[src/rtl/lap_ctl.sv]
// lap_ctl: stopwatch control FSM with a lap buffer and lap recall.
// Sequences the shared time counter through IDLE, COUNTING, SPLIT and
// PAUSED, captures time_in into a LAPS-deep lap buffer and lets the user
// page through stored laps while paused.
// Build option: define LAP_WRAP_EN to make the lap buffer circular
// (a capture while full overwrites the oldest slot). Without it, a capture
// while full is dropped and the display shows the last slot.
module lap_ctl #(
  parameter int CNT_W = 16,
  parameter int LAPS  = 4
) (
  input  logic                       clk,
  input  logic                       reset,
  input  logic                       trig,
  input  logic                       split,
  input  logic                       next,
  input  logic [CNT_W-1:0]           time_in,
  output logic                       init_regs,
  output logic                       count_enabled,
  output logic                       disp_sel,
  output logic [CNT_W-1:0]           disp_time,
  output logic [$clog2(LAPS+1)-1:0]  lap_count,
  output logic                       lap_full
);

  localparam int CW = $clog2(LAPS+1);
  localparam int PW = $clog2(LAPS);

  localparam logic [1:0] S_IDLE   = 2'd0;
  localparam logic [1:0] S_COUNT  = 2'd1;
  localparam logic [1:0] S_SPLIT  = 2'd2;
  localparam logic [1:0] S_PAUSED = 2'd3;

  localparam logic [CW-1:0] LAPS_C    = CW'(LAPS);
  localparam logic [PW-1:0] LAST_SLOT = PW'(LAPS-1);

  logic [1:0]       state_q, state_d;
  logic             trig_q, split_q, next_q;
  logic [CNT_W-1:0] lap_mem_q [LAPS];
  logic [PW-1:0]    wr_ptr_q, wr_ptr_d;
  logic [PW-1:0]    rd_idx_q, rd_idx_d;
  logic [CW-1:0]    lap_count_q, lap_count_d;
  logic             first_q, first_d;
  logic             disp_sel_q, disp_sel_d;
  logic [CNT_W-1:0] disp_time_q, disp_time_d;

  logic             trig_ev, split_ev, next_ev;
  logic             full;
  logic             wr_en;
  logic [PW-1:0]    wr_ptr_inc;
  logic [CW-1:0]    rd_idx_inc;
  logic [LAPS-1:0]  slot_we;

  // Rising-edge events: a held button yields exactly one event.
  assign trig_ev  = trig  & ~trig_q;
  assign split_ev = split & ~split_q;
  assign next_ev  = next  & ~next_q;

  assign full       = (lap_count_q == LAPS_C);
  assign wr_ptr_inc = (wr_ptr_q == LAST_SLOT) ? '0 : wr_ptr_q + 1'b1;
  assign rd_idx_inc = CW'(rd_idx_q) + CW'(1);

  // Per-slot write enables for the lap buffer.
  for (genvar gi = 0; gi < LAPS; gi++) begin : g_slot_we
    assign slot_we[gi] = wr_en && (wr_ptr_q == PW'(gi));
  end

  // Next-state logic: FSM transitions, lap capture and recall stepping.
  always_comb begin
    state_d     = state_q;
    wr_ptr_d    = wr_ptr_q;
    rd_idx_d    = rd_idx_q;
    lap_count_d = lap_count_q;
    first_d     = first_q;
    disp_sel_d  = disp_sel_q;
    wr_en       = 1'b0;
    case (state_q)
      S_IDLE: begin
        if (trig_ev) state_d = S_COUNT;
      end
      S_COUNT: begin
        if (trig_ev) begin
          state_d    = S_PAUSED;
          first_d    = 1'b1;
          disp_sel_d = 1'b0;
        end else if (split_ev) begin
          state_d    = S_SPLIT;
          disp_sel_d = 1'b1;
          if (!full) begin
            wr_en       = 1'b1;
            wr_ptr_d    = wr_ptr_inc;
            lap_count_d = lap_count_q + 1'b1;
            rd_idx_d    = wr_ptr_q;
          end else begin
`ifdef LAP_WRAP_EN
            wr_en    = 1'b1;
            wr_ptr_d = wr_ptr_inc;
            rd_idx_d = wr_ptr_q;
`else
            rd_idx_d = LAST_SLOT;
`endif
          end
        end
      end
      S_SPLIT: begin
        if (trig_ev) begin
          state_d    = S_PAUSED;
          first_d    = 1'b1;
          disp_sel_d = 1'b0;
        end else if (split_ev) begin
          state_d    = S_COUNT;
          disp_sel_d = 1'b0;
        end
      end
      S_PAUSED: begin
        if (trig_ev) begin
          state_d    = S_COUNT;
          disp_sel_d = 1'b0;
        end else if (split_ev) begin
          // Clearing only forgets the laps; memory contents stay.
          state_d     = S_IDLE;
          disp_sel_d  = 1'b0;
          lap_count_d = '0;
          wr_ptr_d    = '0;
          rd_idx_d    = '0;
        end else if (next_ev && (lap_count_q != '0)) begin
          disp_sel_d = 1'b1;
          first_d    = 1'b0;
          if (first_q || (rd_idx_inc >= lap_count_q)) rd_idx_d = '0;
          else                                        rd_idx_d = rd_idx_q + 1'b1;
        end
      end
      default: state_d = S_IDLE;
    endcase
    // Forward the value being written so disp_time shows a capture at once.
    if (wr_en && (wr_ptr_q == rd_idx_d)) disp_time_d = time_in;
    else                                 disp_time_d = lap_mem_q[rd_idx_d];
  end

  // Control and display registers with asynchronous reset.
  always_ff @(posedge clk or posedge reset) begin
    if (reset) begin
      state_q     <= S_IDLE;
      trig_q      <= 1'b0;
      split_q     <= 1'b0;
      next_q      <= 1'b0;
      wr_ptr_q    <= '0;
      rd_idx_q    <= '0;
      lap_count_q <= '0;
      first_q     <= 1'b0;
      disp_sel_q  <= 1'b0;
      disp_time_q <= '0;
    end else begin
      state_q     <= state_d;
      trig_q      <= trig;
      split_q     <= split;
      next_q      <= next;
      wr_ptr_q    <= wr_ptr_d;
      rd_idx_q    <= rd_idx_d;
      lap_count_q <= lap_count_d;
      first_q     <= first_d;
      disp_sel_q  <= disp_sel_d;
      disp_time_q <= disp_time_d;
    end
  end

  // Lap buffer storage; every slot resets to zero.
  always_ff @(posedge clk or posedge reset) begin
    if (reset) begin
      for (int i = 0; i < LAPS; i++) lap_mem_q[i] <= '0;
    end else begin
      for (int i = 0; i < LAPS; i++) begin
        if (slot_we[i]) lap_mem_q[i] <= time_in;
      end
    end
  end

  assign init_regs     = (state_q == S_IDLE);
  assign count_enabled = (state_q == S_COUNT) || (state_q == S_SPLIT);
  assign disp_sel      = disp_sel_q;
  assign disp_time     = disp_time_q;
  assign lap_count     = lap_count_q;
  assign lap_full      = full;

endmodule

[config.mk]
export PLATFORM = sky130hd
export DESIGN_NAME = lap_ctl
export DESIGN_NICKNAME = d
export VERILOG_FILES = /design/src/rtl/lap_ctl.sv
export SDC_FILE = /design/constraint.sdc
export NUM_CORES = 1
export LEC_CHECK = 0
export BUFFER_PORTS_ARGS = -buffer_cell sky130_fd_sc_hd__buf_2
export CORE_UTILIZATION = 45
export DETAILED_ROUTE_END_ITERATION = 8
export REMOVE_ABC_BUFFERS = 1
export SLEW_MARGIN = 10
export SYNTH_ARGS = -nofsm -noshare
export SYNTH_HDL_FRONTEND = slang
export SYNTH_SLANG_ARGS = --single-unit
[constraint.sdc]
create_clock -name clk -period 3.5 [get_ports clk]
set_input_delay 0.35 -clock clk [delete_from_list [all_inputs] [get_ports clk]]
set_output_delay 0.35 -clock clk [all_outputs]
set_load 0.01 [all_outputs]
==> qor.csv <==
stage;metric;value;unit
hold_path;worstHoldStart;next;
finish;layout.nets;411;
finish;fin_util;53.03;%
power;power_frac_seq;42.3;%
clock_network;cts_resized;0;
worst_setup_path;start_kind;flip-flop;
power;peakVddDrop;0.0003323;V
power;power_leakage;2.306;nW
worst_setup_path;worst-path-buf-inv;1;
finish;fillers;822;
global_routing;grt_max_degree;43;
floorplanning;die_width;100.2;um
finish;areaGrowthSynthToFinish;13.43;%
global_routing;grt_pass1_vias;2788;
hold_path;hold_path_depth;1;
hold_path;hold_end;next_q;
clock_network;clkTransAtPathRegs;0.10;ns
placed_design;dp.cells;492;
sta;min_period;2.932;ns
sta;grt_setup_unrepaired;false;
synth;synth_edf_count;0;
placed_design;portBuffers;43;
placed_design;pre_cts_slack;0.5866;ns
clock_network;hold_buffers;1;
drt;drtAntennaViolNets;0;
worst_setup_path;path_class;reg2reg;
floorplanning;core-area;0.009284;mm2
finish;final_cells;509;
floorplanning;core.rowCount;35;
finish;multi_input_area;0.001879;mm2
synth;synth_area_per_cell;13.44;um2
placed_design;gp_congestion;0.7747;
sta;whs;0.1096;ns
power;pwr-share-clk;17.0;%
worst_setup_path;critPathMaxStageDelay;0.60;ns
worst_setup_path;r2r_cells;9;
worst_setup_path;regToRegStartpoint;rd_idx_q[0];
worst_setup_path;cp_common_cell;ha_1;
power;comb_power_share;40.7;%
floorplanning;die_y;100.2;um
drt;vias_per_cell;5.283;
worst_setup_path;arrival;3.19;ns
synth;synth-seq-cells;94;
worst_setup_path;crit_chain;ha_1 -> ha_1 -> a211oi_1 -> o2111ai_1 -> nor3_1 -> a211o_2 -> buf_4 -> mux2i_1 -> a221oi_1;
drt;wirelength;8.455;mm
clock_network;clock_latency;0.36;ns
sta;final-setup-viol-count;0;
worst_setup_path;r2r_slack;0.57;ns
finish;final_common_cell;dfrtp_1;
floorplanning;start_util;46.75;%
drt;drc;0;
synth;synth.distinct_cells;38;
hold_path;hp-class;in2reg;
placed_design;dp_hpwl;5.405;mm
sta;fin_crit_sh;83.76;%
power;switchingPower;1.497;mW
sta;final_hold_viol_count;0;
placed_design;place_area;0.004715;mm2
clock_network;cts_tree;built;
global_routing;grt_antenna_before_repair;0;
clock_network;cts_buffers;9;
global_routing;grt_pass1_wl;14.31;mm
sta;fin_tns_setup;0;ns
clock_network;clock-sinks;94;
finish;design_area;0.004923;mm2
synth;syn_inst;323;
synth;seq_area_frac_synth;54.19;%
clock_network;cts_setup_buffers;0;
finish;final_cell_mix;dfrtp_1, mux2_2, buf_2;
clock_network;h-tree-depth;3;
power;p_sw_share;35.07;%
worst_setup_path;crit_path_end_kind;flip-flop;
sta;fmax;341.1;MHz
worst_setup_path;critPathMaxFanout;24;
clock_network;clock_path_buffers;2;
finish;regArea;0.002352;mm2
sta;maxSlewHeadroom;36.76;%
drt;dr.pass1.iters;4;
sta;clock-skew-final;0.01434;ns
drt;first_iter_violations;72;
power;p_int;2.772;mW
floorplanning;die_area;0.01004;mm2
status;status;finished clean;
synth;synth_warnings;0;
finish;layout-drive-gt1-share;39.47;%
worst_setup_path;path_delay_family;compound AO/OA/AOI/OAI gates;
sta;fin_ws;0.5684;ns
power;powerDensity;867.2;mW/mm2
floorplanning;io_pins;44;
worst_setup_path;regToRegEndpoint;disp_time[1];
sta;report.final.slew_viol_count;0;
job;drv_cap;0;
sta;worst_pin_slew;0.9486;ns
power;p_total;4.270;mW
drt;vias;2689;
global_routing;overflow;0;
synth;synth-main-ff-cell;dfrtp_1;
worst_setup_path;cp_slowest_cell;a211o_2;
clock_network;cts_root_buffer;clkbuf_8;
synth;ys_async_sr_fraction;100.0;%
global_routing;grt.total_usage;18.70;%
drt;routedWlPerCell;16.61;um
synth;netlist_area;0.004340;mm2
finish;insertedDiodeCount;0;
worst_setup_path;required;3.76;ns
==> power groups by stage <==
stage | clock network [mW] | logic (mW) | registers [mW]
global placement | 0 | 1.70 | 1.83
floorplan | 0 | 1.27 | 1.82
CTS | 0.747 | 1.76 | 1.81
detailed placement | 0 | 1.76 | 1.83
finish | 0.726 | 1.74 | 1.81
global route | 0.790 | 1.94 | 1.87
==> layer usage <==
layer	global-route usage (%)	up-vias	routed length (um)
met4	4.905	0	85
met2	29.24	45	3901
li1	-	1286	-
met1	26.33	1348	4188
met3	4.318	10	280
met5	0	-	0
==> how the worst max path moves through the flow <==
stage	start	end	slack, ns	depth (start not counted)
floorplan	rd_idx_q[0]	disp_time[10]	0.49	8
global placement	rd_idx_q[0]	disp_time[6]	0.69	9
detailed placement	rd_idx_q[0]	disp_time[6]	0.59	9
CTS	rd_idx_q[0]	disp_time[6]	0.56	9
global route	rd_idx_q[0]	disp_time[1]	0.33	9
finish	rd_idx_q[0]	disp_time[1]	0.57	9
==> kinds of logic (layout without fill, tap and decap cells) <==
logic type	count (synthesis)	count (layout)	synth area share [%]
AOI/OAI and AO/OA	43	43	8.792
adders and majority gates	15	15	4.324
buffers and inverters	21	78	2.537
and+or+nand+nor	53	53	5.939
muxes	97	97	24.21
DFF	94	94	54.19
==> flip-flops by register name (all words and copies together) (netlist names), 2 cells and up <==
signal / count
disp_time: 16
lap_count: 3
lap_mem_q: 64
rd_idx_q: 2
state_q: 2
wr_ptr_q: 2
==> cell type report <==
| type | count | area share [%] |
|---|---|---|
| sequential | 94 | 47.78 |
| multi-input combinational | 208 | 38.17 |
| clock buffer | 10 | 2.592 |
| timing repair buffer | 54 | 6.099 |
| tap | 129 | 3.278 |
| inverter | 8 | 0.6353 |
| clock inverter | 6 | 1.449 |
==> Yosys cell counts (all sizes together) (2+ instances only) <==
cell type	count	area, um2
dfrtp	94	2352
mux2	64	720.7
mux2i	33	330.3
nor2	23	88.84
a221oi	16	202.7
ha	15	187.7
nand2	11	41.29
o21ai	10	50.04
inv	8	30.03
buf	7	57.55
clkbuf	6	22.52
a211oi	5	42.54
a21oi	4	20.02
nand2b	4	30.03
nor2b	3	18.77
nor3	3	20.02
and2	2	13.77
nand3	2	10.01
nand3b	2	15.01
or3	2	12.51
Note: power is estimated with default switching activity, not from simulation.
